===== src/rtl/defines.svh =====
// Global datapath widths shared by the EXU blocks.
`ifndef BRU_DEFINES_SVH
`define BRU_DEFINES_SVH
`define INST_ADDR_WIDTH 32
`define REG_DATA_WIDTH 32
`endif


===== src/rtl/bru_pkg.sv =====
// Shared types and constants for branch resolution.
package bru_pkg;
    `include "defines.svh"

    localparam int unsigned INST_AW = `INST_ADDR_WIDTH;
    localparam int unsigned REG_DW  = `REG_DATA_WIDTH;

    localparam logic [2:0] BEQ  = 3'b000;
    localparam logic [2:0] BNE  = 3'b001;
    localparam logic [2:0] BLT  = 3'b100;
    localparam logic [2:0] BGE  = 3'b101;
    localparam logic [2:0] BLTU = 3'b110;
    localparam logic [2:0] BGEU = 3'b111;

    typedef enum logic {
        IDLE = 1'b0,
        REQ  = 1'b1
    } bru_state_e;
endpackage


===== src/rtl/bru_cond.sv =====
// Conditional-branch comparator: evaluates funct3 against the two operands.
module bru_cond
    import bru_pkg::*;
(
    input  logic [2:0]        funct3_i,
    input  logic [REG_DW-1:0] rs1_i,
    input  logic [REG_DW-1:0] rs2_i,
    output logic              taken_o
);
    logic eq_c;
    logic lt_s_c;
    logic lt_u_c;

    assign eq_c   = (rs1_i == rs2_i);
    assign lt_s_c = ($signed(rs1_i) < $signed(rs2_i));
    assign lt_u_c = (rs1_i < rs2_i);

    // Reserved encodings (010, 011) resolve as not taken.
    always_comb begin
        taken_o = 1'b0;
        case (funct3_i)
            BEQ:     taken_o = eq_c;
            BNE:     taken_o = ~eq_c;
            BLT:     taken_o = lt_s_c;
            BGE:     taken_o = ~lt_s_c;
            BLTU:    taken_o = lt_u_c;
            BGEU:    taken_o = ~lt_u_c;
            default: taken_o = 1'b0;
        endcase
    end
endmodule


===== src/rtl/bru_resolve.sv =====
// Branch resolution: compares real outcome with the fetch prediction and
// holds a redirect toward IFU until accepted, with resolve/mispredict counters.
module bru_resolve
    import bru_pkg::*;
#(
    parameter int unsigned CNT_WIDTH = 32
) (
    input  logic                 clk,
    input  logic                 rst,
    input  logic                 req_valid_i,
    input  logic [INST_AW-1:0]   pc_i,
    input  logic                 is_branch_i,
    input  logic                 is_jal_i,
    input  logic                 is_jalr_i,
    input  logic [2:0]           funct3_i,
    input  logic [31:0]          imm_i,
    input  logic [REG_DW-1:0]    rs1_data_i,
    input  logic [REG_DW-1:0]    rs2_data_i,
    input  logic                 pred_taken_i,
    input  logic [INST_AW-1:0]   pred_addr_i,
    output logic                 redirect_valid_o,
    output logic [INST_AW-1:0]   redirect_addr_o,
    input  logic                 redirect_ready_i,
    output logic                 flush_o,
    output logic                 stall_o,
    output logic [CNT_WIDTH-1:0] br_cnt_o,
    output logic [CNT_WIDTH-1:0] mis_cnt_o
);
    bru_state_e           state_q, state_d;
    logic [INST_AW-1:0]   addr_q, addr_d;
    logic [CNT_WIDTH-1:0] br_cnt_q, br_cnt_d;
    logic [CNT_WIDTH-1:0] mis_cnt_q, mis_cnt_d;

    logic               cond_taken_c;
    logic               is_ctrl_c;
    logic               actual_taken_c;
    logic               mispredict_c;
    logic [INST_AW-1:0] pc_seq_c;
    logic [INST_AW-1:0] pc_rel_c;
    logic [INST_AW-1:0] jalr_sum_c;
    logic [INST_AW-1:0] target_c;
    logic [INST_AW-1:0] redir_addr_c;

    bru_cond u_cond (
        .funct3_i (funct3_i),
        .rs1_i    (rs1_data_i),
        .rs2_i    (rs2_data_i),
        .taken_o  (cond_taken_c)
    );

    assign pc_seq_c   = pc_i + INST_AW'(4);
    assign pc_rel_c   = pc_i + INST_AW'(imm_i);
    assign jalr_sum_c = INST_AW'(rs1_data_i) + INST_AW'(imm_i);
    assign is_ctrl_c  = is_branch_i | is_jal_i | is_jalr_i;

    // Actual outcome; overlapping type flags resolve JALR > JAL > branch.
    always_comb begin
        actual_taken_c = 1'b0;
        target_c       = pc_seq_c;
        if (is_jalr_i) begin
            actual_taken_c = 1'b1;
            target_c       = {jalr_sum_c[INST_AW-1:1], 1'b0};
        end else if (is_jal_i) begin
            actual_taken_c = 1'b1;
            target_c       = pc_rel_c;
        end else if (is_branch_i) begin
            actual_taken_c = cond_taken_c;
            target_c       = cond_taken_c ? pc_rel_c : pc_seq_c;
        end
        mispredict_c = (pred_taken_i != actual_taken_c) ||
                       (actual_taken_c && (pred_addr_i != target_c));
        redir_addr_c = actual_taken_c ? target_c : pc_seq_c;
    end

    always_ff @(posedge clk) begin
        if (rst) begin
            state_q   <= IDLE;
            addr_q    <= '0;
            br_cnt_q  <= '0;
            mis_cnt_q <= '0;
        end else begin
            state_q   <= state_d;
            addr_q    <= addr_d;
            br_cnt_q  <= br_cnt_d;
            mis_cnt_q <= mis_cnt_d;
        end
    end

    // Next state, counter update and the handshake flush pulse.
    always_comb begin
        state_d   = state_q;
        addr_d    = addr_q;
        br_cnt_d  = br_cnt_q;
        mis_cnt_d = mis_cnt_q;
        flush_o   = 1'b0;
        case (state_q)
            IDLE: begin
                if (req_valid_i) begin
                    if (is_ctrl_c) br_cnt_d = br_cnt_q + CNT_WIDTH'(1);
                    if (mispredict_c) begin
                        mis_cnt_d = mis_cnt_q + CNT_WIDTH'(1);
                        addr_d    = redir_addr_c;
                        state_d   = REQ;
                    end
                end
            end
            REQ: begin
                if (redirect_ready_i) begin
                    flush_o = ~rst;
                    state_d = IDLE;
                end
            end
            default: state_d = IDLE;
        endcase
    end

    assign redirect_valid_o = (state_q == REQ);
    assign stall_o          = (state_q == REQ);
    assign redirect_addr_o  = addr_q;
    assign br_cnt_o         = br_cnt_q;
    assign mis_cnt_o        = mis_cnt_q;
endmodule


===== config.mk =====
export PLATFORM = sky130hd
export DESIGN_NAME = bru_resolve
export DESIGN_NICKNAME = d
export VERILOG_FILES = /design/src/rtl/bru_pkg.sv /design/src/rtl/bru_cond.sv /design/src/rtl/bru_resolve.sv
export VERILOG_INCLUDE_DIRS = /design/src /design/src/rtl
export SDC_FILE = /design/constraint.sdc
export NUM_CORES = 1
export LEC_CHECK = 0
export CORE_UTILIZATION = 45
export DETAILED_ROUTE_END_ITERATION = 12
export PLACE_DENSITY_LB_ADDON = 0.05
export SYNTH_ARGS = -nofsm -noshare
export SYNTH_HDL_FRONTEND = slang
export SYNTH_SLANG_ARGS = --single-unit

===== constraint.sdc =====
create_clock -name clk -period 7.6 [get_ports clk]
set_clock_uncertainty 0.05 [all_clocks]
set_input_delay 1.14 -clock clk [delete_from_list [all_inputs] [get_ports clk]]
set_output_delay 1.14 -clock clk [all_outputs]
set_load 0.05 [all_outputs]

==> flow_summary.json <==
{
  "status": "completed",
  "synthTopCellsByArea": "dfxtp_1 18%, ha_1 11%, xor2_1 6.2%",
  "r2r-start": "redirect_valid_o",
  "gp_congestion": 0.985,
  "synth_edf_count": 0,
  "ys_warn_count": 0,
  "seqPwrFrac": 0.278,
  "std_cell_rows": 55,
  "final-seq-area_um2": 1940,
  "powerDensity_nw_per_um2": 141,
  "cts_repair_resize_count": 0,
  "syn_nets": 1684,
  "finalHoldViolations": 0,
  "synth.distinct_cells": 90,
  "synth-main-ff-cell": "dfxtp_1",
  "clkTransAtPathRegs_ps": 70,
  "netlist_instances": 1415,
  "drc": 0,
  "die_w_um": 155,
  "core_area_um2": 22800,
  "fin_crit_sh": 0.873,
  "clock_path_buffers": 2,
  "clkLatencyLatePin_ps": 340,
  "start_util": 0.462,
  "num_vias": 11600,
  "ioPinCount": 270,
  "grt_pass1_wl_mm": 57.3,
  "synth_async_sr_flop_share": 0,
  "area_delta_synth_final_pct": 31.4,
  "final_nets": 1925,
  "crit_start": "rs1_data_i[31]",
  "tightest_slew_ps": 829,
  "dp_hpwl_mm": 30.7,
  "antenna_found_initial": 0,
  "fill_cells": 2177,
  "p_sw_frac": 0.378,
  "overflow": 0,
  "drive_gt1_frac": 0.0367,
  "synthesis.area_um2": 10500,
  "critPathMaxStageDelay_ps": 600,
  "grt_max_degree": 83,
  "multi_input_area_um2": 8080,
  "die_height_um": 155,
  "power_switching_uw": 739,
  "cts_made_buffers": 9,
  "first_global_vias": 10700,
  "pwr-share-comb": 0.453,
  "antenna_cells": 0,
  "grt_usage": 0.301,
  "tns_ps": 0,
  "drv_slew": 0,
  "cts_hold_buf": 0,
  "cts.repair_timing.setup_buffer_count": 0,
  "crit_path_start_kind": "primary input",
  "crit_fanout": 13,
  "drt_wl_total_mm": 37.0,
  "path_common_cell": "nor3_1",
  "end_kind": "flip-flop",
  "root_buffer": "clkbuf_16",
  "cpMaxStageDelayCell": "o31ai_1",
  "dr.pass1.iters": 5,
  "setup_viol": 0,
  "synth_top_area_share": 0.185,
  "synth_top_area_cell": "dfxtp_1",
  "die_area_um2": 24000,
  "port_buffers": 269,
  "internal-power_uw": 1210,
  "tritoncts": "built",
  "maxSlewHeadroom": 0.447,
  "crit_path_cell_trace": "clkdlybuf4s50_1, ha_1, nand4_2, nor3_1, a22o_1, o31ai_1, o211a_2, o31a_1, o221ai_1, xor2_1, or4_1, nor4_1, and4_1, or3_1, nor3_1, mux2_1",
  "wl_per_cell_um": 18.8,
  "period_needed_ps": 6630,
  "antenna_left": 0,
  "worst-setup-path-type": "in2reg",
  "cap_violations": 0,
  "cts.sinks": 97,
  "leakage_uw": 0.00543,
  "hold_start": "redirect_addr_o[13]",
  "whs_ps": 403,
  "ys_seq_area_frac": 0.185,
  "worstPathRequired_ps": 7780,
  "critPathArrivalTime_ps": 6820,
  "drtIter0Drc": 878,
  "postSynthAreaPerCell_um2": 7.43,
  "max_freq_mhz": 151,
  "vdd_drop_max_v": 0.000115,
  "rsz0062_at_grt": "false",
  "min_path_type": "reg2reg",
  "pwr-share-clk": 0.270,
  "via_per_inst": 5.90,
  "ys_ff_latch": 97,
  "h-tree-depth": 3
}
metrics by stage:
| step | setup slack [ps] | cell area [um^2] | std cells | total power, uW | utilization |
|---|---|---|---|---|---|
| floorplan | 2350 | 10500 | 1415 | 1100 | - |
| global placement | 716 | 13500 | 1958 | 1420 | 0.591 |
| detailed placement | 652 | 13500 | 1958 | 1420 | 0.591 |
| CTS | 1020 | 13800 | 1974 | 1950 | 0.607 |
| global route | 639 | 13800 | 1974 | 2050 | 0.607 |
| finish | 965 | 13800 | 1974 | 1950 | 0.607 |
flip-flops by register name (all words and copies together) (netlist names):
signal / flops
redirect_addr_o: 32
mis_cnt_o: 32
redirect_valid_o: 1
br_cnt_o: 32
Yosys cell counts, types with 20 or more instances:
library cell,n
nand2_1,141
nor2_1,139
a211oi_1,23
ha_1,96
o21ai_0,60
and3_1,29
dfxtp_1,97
xnor2_1,61
a21oi_1,113
nor3_1,37
xor2_1,75
a21o_1,20
inv_1,70
clkbuf_1,31
nand4_1,40
nand3_1,49
cell usage in the layout, fill, tap and decap left out, types with 14 or more instances in the layout:
cell type / instances
xor2_1: 75
nand3_1: 49
clkdlybuf4s50_1: 267
and4_1: 14
ha_1: 96
nand2_1: 141
a21oi_1: 113
a21o_1: 20
o211ai_1: 19
inv_1: 70
xnor2_1: 61
nand4_1: 40
nor3_1: 37
nor2b_1: 19
dfxtp_1: 97
a211oi_1: 23
and3_1: 29
mux2i_1: 18
buf_4: 15
or3_1: 17
nor2_1: 138
o21ai_0: 60
path summary, 6_finish.rpt:
check	slack, ps	cells past startpoint	to
min reg2reg	400	2	redirect_addr_o[13]
max	970	16	mis_cnt_o[29]
max reg2reg	4500	10	br_cnt_o[29]
min	400	2	redirect_addr_o[13]
cells by family after synthesis:
group / after synthesis / share of synthesized area
mux: 26 / 0.0257
compound gates: 380 / 0.246
buf+inv: 123 / 0.0477
simple gates: 554 / 0.262
flops: 97 / 0.185
xor+xnor: 137 / 0.115
fa+ha+maj: 98 / 0.118
layout make-up:
cell class | count | area share
clock buffer | 10 | 0.0173
clock inverter | 6 | 0.00833
inverter | 70 | 0.0190
multi-input combinational | 1195 | 0.585
sequential | 97 | 0.141
tap | 313 | 0.0283
timing repair buffer | 283 | 0.202
per-layer routing:
metal  wire length (um)  vias to the layer above  global-route usage
li1                   -                     5706                   -
met4               1130                        0              0.0967
met2              17100                      462               0.508
met3               2300                       56              0.0242
met5                  0                        -                   0
met1              16500                     5420               0.406
critical path, delay by kind of cell:
family	cells	cell delay, ps
buf+inv	1	490
mux	1	330
simple gates	7	2140
xor+xnor	1	210
fa+ha+maj	1	390
compound gates	5	2100
power groups by stage:
stage / sequential, uW / combinational, uW / clock [uW]
2_1_floorplan: 621 / 476 / 0
3_3_place_gp: 553 / 863 / 0
3_5_place_dp: 553 / 868 / 0
4_1_cts: 542 / 872 / 535
5_1_grt: 544 / 949 / 556
6_report: 542 / 884 / 527
(Power assumes the default switching activity.)
